==> config.mk <==
export PLATFORM = sky130hd
export DESIGN_NAME = fetch_stage_flat
export DESIGN_NICKNAME = d
export VERILOG_FILES = /design/src/rtl/fetch_stage_if.sv /design/src/rtl/fetch_stage.sv /design/src/flat_wrapper.sv
export SDC_FILE = /design/constraint.sdc
export NUM_CORES = 1
export LEC_CHECK = 0
export ABC_AREA = 1
export CORE_MARGIN = 4
export CORE_UTILIZATION = 65
export CTS_BUF_LIST = sky130_fd_sc_hd__clkbuf_4
export DETAILED_ROUTE_END_ITERATION = 16
export DONT_BUFFER_PORTS = 1
export PLACE_DENSITY = 0.92
export SYNTH_ARGS = -nofsm -noshare
export SYNTH_HDL_FRONTEND = slang
export SYNTH_SLANG_ARGS = --single-unit
==> constraint.sdc <==
create_clock -name clk -period 16.9 [get_ports clk]
set_input_delay 2.535 -clock clk [delete_from_list [all_inputs] [get_ports clk]]
set_output_delay 2.535 -clock clk [all_outputs]
set_load 0.01 [all_outputs]
==> src/rtl/fetch_stage_if.sv <==
// Bundles the instruction-memory request/response channel, the redirect
// strobe and the decode-side handshake of the fetch stage.
//
// Handshake semantics: imem side is req/gnt (a request is accepted on a cycle
// with imem_req_o & imem_gnt_i; req may drop without a grant), followed in
// order by exactly one imem_rvalid_i pulse no earlier than the cycle after
// the grant. Decode side is valid/ready: a transfer happens on a cycle with
// dec_valid_o & dec_ready_i, and while valid is high and ready is low the
// presented pc/insn are held stable.
interface fetch_stage_if #(
  parameter int AWIDTH = 32,
  parameter int DWIDTH = 32
);
  logic              imem_req_o;
  logic [AWIDTH-1:0] imem_addr_o;
  logic              imem_gnt_i;
  logic              imem_rvalid_i;
  logic [DWIDTH-1:0] imem_rdata_i;
  logic              redirect_i;
  logic [AWIDTH-1:0] redirect_pc_i;
  logic              dec_valid_o;
  logic [AWIDTH-1:0] dec_pc_o;
  logic [DWIDTH-1:0] dec_insn_o;
  logic              dec_ready_i;

  // Fetch stage side
  modport master (
    output imem_req_o,
    output imem_addr_o,
    input  imem_gnt_i,
    input  imem_rvalid_i,
    input  imem_rdata_i,
    input  redirect_i,
    input  redirect_pc_i,
    output dec_valid_o,
    output dec_pc_o,
    output dec_insn_o,
    input  dec_ready_i
  );

  // Environment side: instruction memory, branch unit and decode
  modport slave (
    input  imem_req_o,
    input  imem_addr_o,
    output imem_gnt_i,
    output imem_rvalid_i,
    output imem_rdata_i,
    output redirect_i,
    output redirect_pc_i,
    input  dec_valid_o,
    input  dec_pc_o,
    input  dec_insn_o,
    output dec_ready_i
  );
endinterface

==> src/rtl/fetch_stage.sv <==
// Instruction fetch stage: owns the PC, issues word fetches over req/gnt,
// pairs each in-order response with its PC in a 2-entry FIFO and hands them
// to decode over valid/ready. A redirect reloads the PC, flushes buffered
// work and turns every still-owed response into one that must be dropped.
module fetch_stage #(
  parameter int                DWIDTH   = 32,
  parameter int                AWIDTH   = 32,
  parameter logic [AWIDTH-1:0] BASEADDR = 32'h0100_0000
) (
  input  logic          clk,
  input  logic          reset_n,
  fetch_stage_if.master bus,
  output logic          dbg_state,
  output logic [1:0]    dbg_inflight,
  output logic [1:0]    dbg_drop,
  output logic [1:0]    dbg_fifo_count
);

  typedef enum logic {
    S_BOOT = 1'b0,
    S_RUN  = 1'b1
  } state_t;

  state_t state_q, state_d;

  logic [AWIDTH-1:0] pc_q;
  logic [AWIDTH-1:0] redirect_target;

  // Addresses of granted, not yet answered fetches (occupancy == inflight_q)
  logic [AWIDTH-1:0] aq_mem [2];
  logic              aq_wr_q, aq_rd_q;

  // Returned instructions waiting for decode
  logic [AWIDTH-1:0] fifo_pc   [2];
  logic [DWIDTH-1:0] fifo_insn [2];
  logic              fifo_wr_q, fifo_rd_q;

  logic [1:0] inflight_q;
  logic [1:0] drop_q;
  logic [1:0] fifo_count_q;

  logic [2:0] credit_used;
  logic [2:0] redir_pend;
  logic [2:0] redir_drop;
  logic       issue;
  logic       gnt_fire;
  logic       rsp_drop;
  logic       rsp_take;
  logic       dec_valid;
  logic       pop;

  // Credit, response classification and redirect bookkeeping
  always_comb begin
    credit_used     = {1'b0, inflight_q} + {1'b0, fifo_count_q};
    redir_pend      = {1'b0, drop_q} + {1'b0, inflight_q};
    redirect_target = bus.redirect_pc_i & ~AWIDTH'(3);
    gnt_fire        = issue && bus.imem_gnt_i;
    rsp_drop        = bus.imem_rvalid_i && (drop_q != 2'd0);
    // An rvalid nobody is owed (inflight 0, drop 0) is simply ignored
    rsp_take        = bus.imem_rvalid_i && (drop_q == 2'd0) && (inflight_q != 2'd0);
    dec_valid       = reset_n && (fifo_count_q != 2'd0);
    pop             = dec_valid && bus.dec_ready_i;
    // A response arriving in the redirect cycle is itself one of the stale ones
    if (bus.imem_rvalid_i && (redir_pend != 3'd0)) begin
      redir_drop = redir_pend - 3'd1;
    end else begin
      redir_drop = redir_pend;
    end
  end

  // FSM next state and issue decision: one quiet boot cycle, then run
  always_comb begin
    state_d = state_q;
    issue   = 1'b0;
    case (state_q)
      S_BOOT: begin
        state_d = S_RUN;
      end
      S_RUN: begin
        state_d = S_RUN;
        issue   = reset_n && !bus.redirect_i && (credit_used < 3'd2);
      end
      default: begin
        state_d = S_BOOT;
      end
    endcase
  end

  // FSM state register; only reset brings it back to boot
  always_ff @(posedge clk) begin
    if (!reset_n) begin
      state_q <= S_BOOT;
    end else begin
      state_q <= state_d;
    end
  end

  // PC: redirect wins over the post-grant increment (which wraps naturally)
  always_ff @(posedge clk) begin
    if (!reset_n) begin
      pc_q <= BASEADDR;
    end else if (bus.redirect_i) begin
      pc_q <= redirect_target;
    end else if (gnt_fire) begin
      pc_q <= pc_q + AWIDTH'(4);
    end
  end

  // Address queue pointers: push on grant, pop on an accepted response
  always_ff @(posedge clk) begin
    if (!reset_n) begin
      aq_wr_q <= 1'b0;
      aq_rd_q <= 1'b0;
    end else if (bus.redirect_i) begin
      aq_wr_q <= 1'b0;
      aq_rd_q <= 1'b0;
    end else begin
      if (gnt_fire) begin
        aq_wr_q <= ~aq_wr_q;
      end
      if (rsp_take) begin
        aq_rd_q <= ~aq_rd_q;
      end
    end
  end

  // Address queue storage (no reset needed: read only when occupied)
  always_ff @(posedge clk) begin
    if (gnt_fire) begin
      aq_mem[aq_wr_q] <= pc_q;
    end
  end

  // FIFO pointers: a redirect flushes, overriding any same-cycle push/pop
  always_ff @(posedge clk) begin
    if (!reset_n) begin
      fifo_wr_q <= 1'b0;
      fifo_rd_q <= 1'b0;
    end else if (bus.redirect_i) begin
      fifo_wr_q <= 1'b0;
      fifo_rd_q <= 1'b0;
    end else begin
      if (rsp_take) begin
        fifo_wr_q <= ~fifo_wr_q;
      end
      if (pop) begin
        fifo_rd_q <= ~fifo_rd_q;
      end
    end
  end

  // FIFO storage: pair the oldest outstanding address with its instruction
  always_ff @(posedge clk) begin
    if (rsp_take && !bus.redirect_i) begin
      fifo_pc[fifo_wr_q]   <= aq_mem[aq_rd_q];
      fifo_insn[fifo_wr_q] <= bus.imem_rdata_i;
    end
  end

  // Occupancy counters for outstanding, to-be-dropped and buffered fetches
  always_ff @(posedge clk) begin
    if (!reset_n) begin
      inflight_q   <= 2'd0;
      drop_q       <= 2'd0;
      fifo_count_q <= 2'd0;
    end else if (bus.redirect_i) begin
      inflight_q   <= 2'd0;
      drop_q       <= redir_drop[1:0];
      fifo_count_q <= 2'd0;
    end else begin
      case ({gnt_fire, rsp_take})
        2'b10:   inflight_q <= inflight_q + 2'd1;
        2'b01:   inflight_q <= inflight_q - 2'd1;
        default: inflight_q <= inflight_q;
      endcase
      if (rsp_drop) begin
        drop_q <= drop_q - 2'd1;
      end
      case ({rsp_take, pop})
        2'b10:   fifo_count_q <= fifo_count_q + 2'd1;
        2'b01:   fifo_count_q <= fifo_count_q - 2'd1;
        default: fifo_count_q <= fifo_count_q;
      endcase
    end
  end

  // Outputs: request straight from state, decode view straight from FIFO head
  always_comb begin
    bus.imem_req_o  = issue;
    bus.imem_addr_o = pc_q;
    bus.dec_valid_o = dec_valid;
    bus.dec_pc_o    = dec_valid ? fifo_pc[fifo_rd_q]   : '0;
    bus.dec_insn_o  = dec_valid ? fifo_insn[fifo_rd_q] : '0;
    dbg_state       = (state_q == S_RUN);
    dbg_inflight    = inflight_q;
    dbg_drop        = drop_q;
    dbg_fifo_count  = fifo_count_q;
  end

  // Bookkeeping invariants: never more than two fetches owed, FIFO never overflows
  a_owed_le_2: assert property (@(posedge clk) disable iff (!reset_n)
    (({1'b0, drop_q} + {1'b0, inflight_q}) <= 3'd2));
  a_no_overflow: assert property (@(posedge clk) disable iff (!reset_n)
    !(rsp_take && (fifo_count_q == 2'd2)));

endmodule

==> src/flat_wrapper.sv <==
// flat-port wrapper written by rule: the top's interface ports become plain ports
module fetch_stage_flat 
#(
  parameter int                DWIDTH   = 32,
  parameter int                AWIDTH   = 32,
  parameter logic [AWIDTH-1:0] BASEADDR = 32'h0100_0000
)
  (clk, reset_n, dbg_state, dbg_inflight, dbg_drop, dbg_fifo_count, bus_imem_req_o, bus_imem_addr_o, bus_imem_gnt_i, bus_imem_rvalid_i, bus_imem_rdata_i, bus_redirect_i, bus_redirect_pc_i, bus_dec_valid_o, bus_dec_pc_o, bus_dec_insn_o, bus_dec_ready_i);
  fetch_stage_if #(.AWIDTH(AWIDTH), .DWIDTH(DWIDTH)) bus_i ();
  input  logic clk;
  input  logic reset_n;
  output logic dbg_state;
  output logic [1:0] dbg_inflight;
  output logic [1:0] dbg_drop;
  output logic [1:0] dbg_fifo_count;
  output wire logic [$bits(bus_i.imem_req_o)-1:0] bus_imem_req_o;
  output wire logic [$bits(bus_i.imem_addr_o)-1:0] bus_imem_addr_o;
  input wire logic [$bits(bus_i.imem_gnt_i)-1:0] bus_imem_gnt_i;
  input wire logic [$bits(bus_i.imem_rvalid_i)-1:0] bus_imem_rvalid_i;
  input wire logic [$bits(bus_i.imem_rdata_i)-1:0] bus_imem_rdata_i;
  input wire logic [$bits(bus_i.redirect_i)-1:0] bus_redirect_i;
  input wire logic [$bits(bus_i.redirect_pc_i)-1:0] bus_redirect_pc_i;
  output wire logic [$bits(bus_i.dec_valid_o)-1:0] bus_dec_valid_o;
  output wire logic [$bits(bus_i.dec_pc_o)-1:0] bus_dec_pc_o;
  output wire logic [$bits(bus_i.dec_insn_o)-1:0] bus_dec_insn_o;
  input wire logic [$bits(bus_i.dec_ready_i)-1:0] bus_dec_ready_i;
  assign bus_imem_req_o = bus_i.imem_req_o;
  assign bus_imem_addr_o = bus_i.imem_addr_o;
  assign bus_i.imem_gnt_i = bus_imem_gnt_i;
  assign bus_i.imem_rvalid_i = bus_imem_rvalid_i;
  assign bus_i.imem_rdata_i = bus_imem_rdata_i;
  assign bus_i.redirect_i = bus_redirect_i;
  assign bus_i.redirect_pc_i = bus_redirect_pc_i;
  assign bus_dec_valid_o = bus_i.dec_valid_o;
  assign bus_dec_pc_o = bus_i.dec_pc_o;
  assign bus_dec_insn_o = bus_i.dec_insn_o;
  assign bus_i.dec_ready_i = bus_dec_ready_i;
  fetch_stage #(.DWIDTH(DWIDTH), .AWIDTH(AWIDTH), .BASEADDR(BASEADDR)) u_core (.clk(clk), .reset_n(reset_n), .bus(bus_i), .dbg_state(dbg_state), .dbg_inflight(dbg_inflight), .dbg_drop(dbg_drop), .dbg_fifo_count(dbg_fifo_count));
endmodule
==> results of run 1 <==
==> synthesized netlist by cell type, types with 2 or more instances <==
library cell and number:
buf_2 14, inv_1 126, dfxtp_1 43, clkbuf_1 10, xor2_1 11, nor2_4 3
ha_1 6, nor2_2 3, a31oi_1 9, o21ai_1 9, buf_6 3, nand2_1 214
a21oi_1 29, nand2_2 2, fa_1 2, o21ai_0 21, nand2_4 3, buf_4 5
nor2_1 56, edfxtp_1 184, nor3_1 3, mux2_2 92, nand4_1 4, nand3_1 27
==> state kept, by name, indices dropped and copies added, names as in the netlist, named ones only <==
name / count
u_core.fifo_pc: 60
u_core.bus.imem_addr_o: 30
u_core.dbg_fifo_count: 2
u_core.aq_rd_q: 1
u_core.fifo_wr_q: 1
u_core.fifo_insn: 64
u_core.dbg_inflight: 2
u_core.dbg_state: 1
u_core.dbg_drop: 2
u_core.fifo_rd_q: 1
u_core.aq_mem: 60
u_core.aq_wr_q: 1
==> routing by layer <==
| layer | GRT usage (%) | part of all wire (%) | vias to the layer above |
|---|---|---|---|
| li1 | - | - | 3074 |
| met1 | 27.3 | 37 | 2995 |
| met2 | 40.2 | 50 | 304 |
| met3 | 9.66 | 11 | 42 |
| met4 | 8.28 | 2.1 | 0 |
| met5 | 0 | 0 | - |
==> worst max-delay path, cell delays in order <==
cell     delay, ns
inv_1         0.42
nor2_4        0.63
buf_4         0.52
nand2_1       0.16
inv_1         0.13
==> area by class of cell <==
cell class	instances	share of cell area, %
tap	188	2.16
antenna	2	0.0460
sequential	227	58.7
inverter	128	4.46
clock inverter	13	0.448
timing repair buffer	6	0.414
multi-input combinational	506	27.6
clock buffer	90	6.21
==> final timing paths <==
path / start / depth (start not counted) / to
max reg2reg: u_core.dbg_inflight[0] / 8 / u_core.aq_mem[1][15]
min: u_core.aq_rd_q / 1 / u_core.aq_rd_q
min reg2reg: u_core.aq_rd_q / 1 / u_core.aq_rd_q
max: reset_n / 5 / bus_dec_insn_o[27]
==> cell families (layout without fill, tap and decap cells) <==
kind of cell | after synthesis | after routing | synth area share, %
other | 1 | 6 | 0.0375
multiplexers | 92 | 92 | 10.3
flip-flops | 227 | 227 | 63.8
buffers and inverters | 160 | 237 | 6.64
adder cells (fa/ha/maj) | 8 | 8 | 1.15
AO/OA/AOI/OAI | 72 | 72 | 3.82
XOR/XNOR | 12 | 12 | 1.05
AND/OR/NAND/NOR | 318 | 318 | 13.2
==> power groups by stage <==
| stage | registers, mW | logic (mW) | clock network (mW) |
|---|---|---|---|
| 2_1_floorplan | 0.631 | 0.0271 | 0 |
| 3_3_place_gp | 0.636 | 0.0285 | 0 |
| 3_5_place_dp | 0.637 | 0.0304 | 0 |
| 4_1_cts | 0.624 | 0.0307 | 0.453 |
| 5_1_grt | 0.625 | 0.0354 | 0.485 |
| 6_report | 0.624 | 0.0309 | 0.443 |
==> layout by cell type (no fill, tap or decap), types with 13 or more instances in the layout <==
cell type  count
a21oi_1       29
clkbuf_4      90
clkinv_1      13
nand2_1      214
inv_1        126
nand3_1       27
edfxtp_1     184
dfxtp_1       42
o21ai_0       21
nor2_1        54
mux2_2        92
==> flow_summary.json, run 1 <==
{
  "run_status": "finished, final reports clean",
  "power.internal_mw": 0.861,
  "ys.flop_type": "edfxtp_1",
  "insertion_delay_ns": 0.63,
  "worst_slack_ns": 9.93,
  "power.density_cell_area_mw_per_mm2": 101,
  "cts.repair.resized": 0,
  "max_freq_mhz": 144,
  "synth_seq_cells": 227,
  "worstMarginPinSlew_ns": 1.07,
  "arrival_ns": 4.43,
  "vias_per_cell": 5.53,
  "syn_avg_cell_area_sq_um": 11.2,
  "power_leakage_nw": 4.29,
  "via_count": 6415,
  "proportion_of_netlist_area_held_by_the_largest_area_contributor_pct": 55.2,
  "power_switching_share_pct": 21.6,
  "design_area_sq_mm": 0.0109,
  "routedWlPerCell_um": 17.8,
  "dieWidth_um": 132,
  "crit_fanout": 45,
  "setup_violations": 0,
  "finalWirelength_um": 20700,
  "path_clk_slew_ns": 0.07,
  "synth_cells": 890,
  "number_of_max_slew_violations_in_the_final_report": 0,
  "top_level_ports": 175,
  "synth.distinct_cells": 35,
  "final_hold_slack_ns": 0.474,
  "placement.io_buffers": 0,
  "vias_in_the_first_global_route": 6512,
  "cts.repair_timing.setup_buffer_count": 0,
  "power.share.sequential_pct": 56.8,
  "fraction_of_final_layout_cells_with_drive_strength_greater_than_1_pct": 21.5,
  "area_of_combinational_cells_with_multiple_inputs_sq_mm": 0.00300,
  "place_ws_ns": 9.92,
  "clkPwrFrac_pct": 40.4,
  "synth.yosys.seq_area_share_pct": 63.8,
  "layout.filler_cells": 1018,
  "final_net_count": 1002,
  "clock-root-buffer": "clkbuf_4",
  "dpl_wire_length_um": 13400,
  "globalplace.congestion": 0.868,
  "fin_crit_ns": 6.97,
  "pin_count_of_the_biggest_net_entering_global_routing": 63,
  "cts_tree": "built",
  "row_count": 45,
  "drt_iter0_markers": 389,
  "cts_buffer_depth": 3,
  "number_of_enable_flip_flop_cells_after_synthesis": 184,
  "cts-hold-fix-buffers": 0,
  "placed_cells_incl_taps": 1055,
  "core_sq_mm": 0.0151,
  "synth_top_cell_by_area": "edfxtp_1",
  "grt_first_pass_wirelength_um": 33000,
  "seq_area_sq_mm": 0.00639,
  "tritoncts_num_sinks": 227,
  "finalCoreUtilization_pct": 71.9,
  "setup_repair_after_global_routing_missed_its_margin": "no",
  "grt_overflow": 0,
  "design_power_total_mw": 1.10,
  "synth_top_cells_by_area": "edfxtp_1 (55%), mux2_2 (10%), dfxtp_1 (8.6%)",
  "dieArea_sq_mm": 0.0175,
  "htreeDepth": 2,
  "signed_area_change_from_the_synthesized_netlist_to_the_final_layout_pct": 8.72,
  "post_synthesis_instance_area_sq_mm": 0.0100,
  "synth-async-reset-ratio_pct": 0,
  "report.final.hold_viol_count": 0,
  "max_slew_margin_pct": 28.4,
  "drt_drc": 0,
  "final.setup_skew_ns": 0.0474,
  "gr-usage-all-layers_pct": 23.7,
  "dr.pass1.iters": 7,
  "min_path_type": "flop to flop",
  "r2r_slack_ns": 14.08,
  "drv_cap": 0,
  "synthesis.yosys.warnings": 0,
  "power.ir.vdd_worst_mv": 0.0536,
  "worstPathRequired_ns": 14.37,
  "drt.antenna.violating_nets": 0,
  "final.setup.tns_ns": 0,
  "postPlaceCellArea_sq_mm": 0.0102,
  "cp-start-kind": "primary input",
  "power.combinational.fraction_pct": 2.8,
  "net-switching-power_mw": 0.237,
  "final_cell_count_no_fill": 1160,
  "critPathKind": "primary input to output pin",
  "tritoncts.num_buffers": 55,
  "chipHeight_um": 132,
  "setup.worst_path.end_class": "output pin",
  "min_period_over_period_pct": 41.2,
  "floorplan.initialDensity_pct": 66.1,
  "antenna_found_initial": 1
}
Note: power is estimated with default switching activity, not from simulation.
==> run 2: changes to the inputs <==
--- a/config.mk
+++ b/config.mk
@@ -7,11 +7,11 @@
 export LEC_CHECK = 0
 export ABC_AREA = 1
 export CORE_MARGIN = 4
-export CORE_UTILIZATION = 65
+export CORE_UTILIZATION = 60
 export CTS_BUF_LIST = sky130_fd_sc_hd__clkbuf_4
 export DETAILED_ROUTE_END_ITERATION = 16
 export DONT_BUFFER_PORTS = 1
-export PLACE_DENSITY = 0.92
+export PLACE_DENSITY = 0.9
 export SYNTH_ARGS = -nofsm -noshare
 export SYNTH_HDL_FRONTEND = slang
 export SYNTH_SLANG_ARGS = --single-unit
==> constraint.sdc (replaced) <==
create_clock -name clk -period 5.72 [get_ports clk]
set_input_delay 0.858 -clock clk [delete_from_list [all_inputs] [get_ports clk]]
set_output_delay 0.858 -clock clk [all_outputs]
set_load 0.01 [all_outputs]
==> flow_summary.json, run 2 (same netlist as run 1, synthesis figures left out) <==
{
  "critical_path.reg2reg.startpoint": "u_core.dbg_inflight[0]",
  "tritoncts.num_buffers": 54,
  "cts-hold-fix-buffers": 0,
  "pin_count_of_the_biggest_net_entering_global_routing": 63,
  "vias_per_cell": 5.35,
  "worst_slack_ns": 2.07,
  "routedWlPerCell_um": 17.2,
  "biggestRegsByFlops": "u_core.fifo_insn (64), u_core.aq_mem (60), u_core.fifo_pc (60)",
  "min_period_over_period_pct": 63.8,
  "setup_violations": 0,
  "insertion_delay_ns": 0.64,
  "vias_in_the_first_global_route": 6213,
  "final_net_count": 1000,
  "antenna_found_initial": 1,
  "dieWidth_um": 137,
  "worstPathRequired_ns": 4.86,
  "most-common-layout-cells": "nand2_1 (214), edfxtp_1 (184), inv_1 (126), mux2_2 (92), clkbuf_4 (83)",
  "fin_crit_ns": 3.65,
  "max_freq_mhz": 274,
  "path_clk_slew_ns": 0.06,
  "cts.repair.resized": 0,
  "worstMarginPinSlew_ns": 1.16,
  "max_ffs_per_register": 64,
  "cts.repair_timing.setup_buffer_count": 0,
  "signed_area_change_from_the_synthesized_netlist_to_the_final_layout_pct": 8.81,
  "dieArea_sq_mm": 0.0188,
  "crit_fanout": 33,
  "setup.worst_path.start": "reset_n",
  "finalWirelength_um": 20400,
  "gr-usage-met1_pct": 24.0,
  "r2r_slack_ns": 2.89,
  "finalCoreUtilization_pct": 67.6,
  "power_switching_share_pct": 21.6,
  "floorplan.initialDensity_pct": 62.1,
  "globalplace.congestion": 0.885,
  "power.internal_mw": 2.54,
  "clock-root-buffer": "clkbuf_4",
  "critPathCapture": "bus_dec_pc_o[16]",
  "grt_overflow": 0,
  "tritoncts_num_sinks": 227,
  "layout.cells.most_common": "nand2_1",
  "drt_drc": 0,
  "drt.antenna.violating_nets": 0,
  "busiest_grt_layer": "met2",
  "reg2regPathDepth": 11,
  "power.ir.vdd_worst_mv": 0.122,
  "gr-usage-all-layers_pct": 21.8,
  "cp-start-kind": "primary input",
  "critPathKind": "primary input to output pin",
  "htreeDepth": 2,
  "power_leakage_nw": 4.27,
  "max_slew_margin_pct": 22.2,
  "placed_cells_incl_taps": 1082,
  "place_ws_ns": 2.02,
  "final.setup.tns_ns": 0,
  "worst_r2r_endpoint": "u_core.bus.imem_addr_o[22]",
  "power.share.sequential_pct": 57.0,
  "power.density_cell_area_mw_per_mm2": 297,
  "grt_use_met3_pct": 9.50,
  "run_status": "finished, final reports clean",
  "report.final.hold_viol_count": 0,
  "placement.io_buffers": 0,
  "antenna-diode-count": 0,
  "row_count": 46,
  "grt_first_pass_wirelength_um": 31500,
  "chipHeight_um": 137,
  "fraction_of_final_layout_cells_with_drive_strength_greater_than_1_pct": 21.1,
  "final_cell_count_no_fill": 1181,
  "design_power_total_mw": 3.24,
  "core_sq_mm": 0.0161,
  "drt_iter0_markers": 359,
  "power.combinational.fraction_pct": 2.8,
  "dr.pass1.iters": 8,
  "clkPwrFrac_pct": 40.3,
  "min_path_type": "primary input to flop",
  "via_count": 6321,
  "drv_cap": 0,
  "number_of_max_slew_violations_in_the_final_report": 0,
  "cts_buffer_depth": 3,
  "gr-usage-met2_pct": 37.4,
  "registers.top_by_ff_count": "u_core.fifo_insn",
  "net-switching-power_mw": 0.698,
  "arrival_ns": 2.79,
  "setup.worst_path.end_class": "output pin",
  "final.setup_skew_ns": 0.0252,
  "setup_repair_after_global_routing_missed_its_margin": "no",
  "top_level_ports": 175,
  "dpl_wire_length_um": 13500,
  "cts_tree": "built"
}
## run 2: how the worst min path moves through the flow
stage,start,end,slack [ns],cells past startpoint
after global routing,reset_n,u_core.dbg_state,0.20,0
final,reset_n,u_core.dbg_state,0.25,0
after detailed placement,u_core.aq_rd_q,u_core.aq_rd_q,0.47,1
after floorplan,u_core.aq_rd_q,flop,0.43,1
after global placement,u_core.aq_rd_q,flop,0.43,1
after CTS,reset_n,u_core.dbg_state,0.22,0
## run 2: layer usage
metal / up-vias / routed length (um)
met3: 41 / 2200
met1: 2931 / 7390
li1: 3062 / -
met2: 285 / 10200
met4: 2 / 568
met5: - / 12
## run 2: critical path, stage by stage
cell,delay [ns]
inv_1,0.39
nor2_4,0.81
buf_4,0.46
nand2_1,0.11
inv_1,0.12
## run 2: area by class of cell
cell class	count	area [sq um]
repair buffers	5	37.5
inverters	128	485
clock inverters	16	87.6
flip-flops and latches	227	6390
well taps	216	270
clock buffers	83	623
fillers	1195	5220
multi-input cells	506	3000
## run 2: through the flow
step	area (sq um)	hold WS [ns]
after floorplan	10000	0.426
after global placement	10200	0.434
after detailed placement	10200	0.469
after CTS	10900	0.222
after global routing	10900	0.203
final	10900	0.254
## run 2: power groups by stage
stage	Clock, mW	Combinational (mW)	Sequential (mW)
after global placement	0	0.0845	1.88
after detailed placement	0	0.0887	1.88
after CTS	1.34	0.0896	1.85
after global routing	1.44	0.104	1.85
after floorplan	0	0.0802	1.87
final	1.30	0.0898	1.85
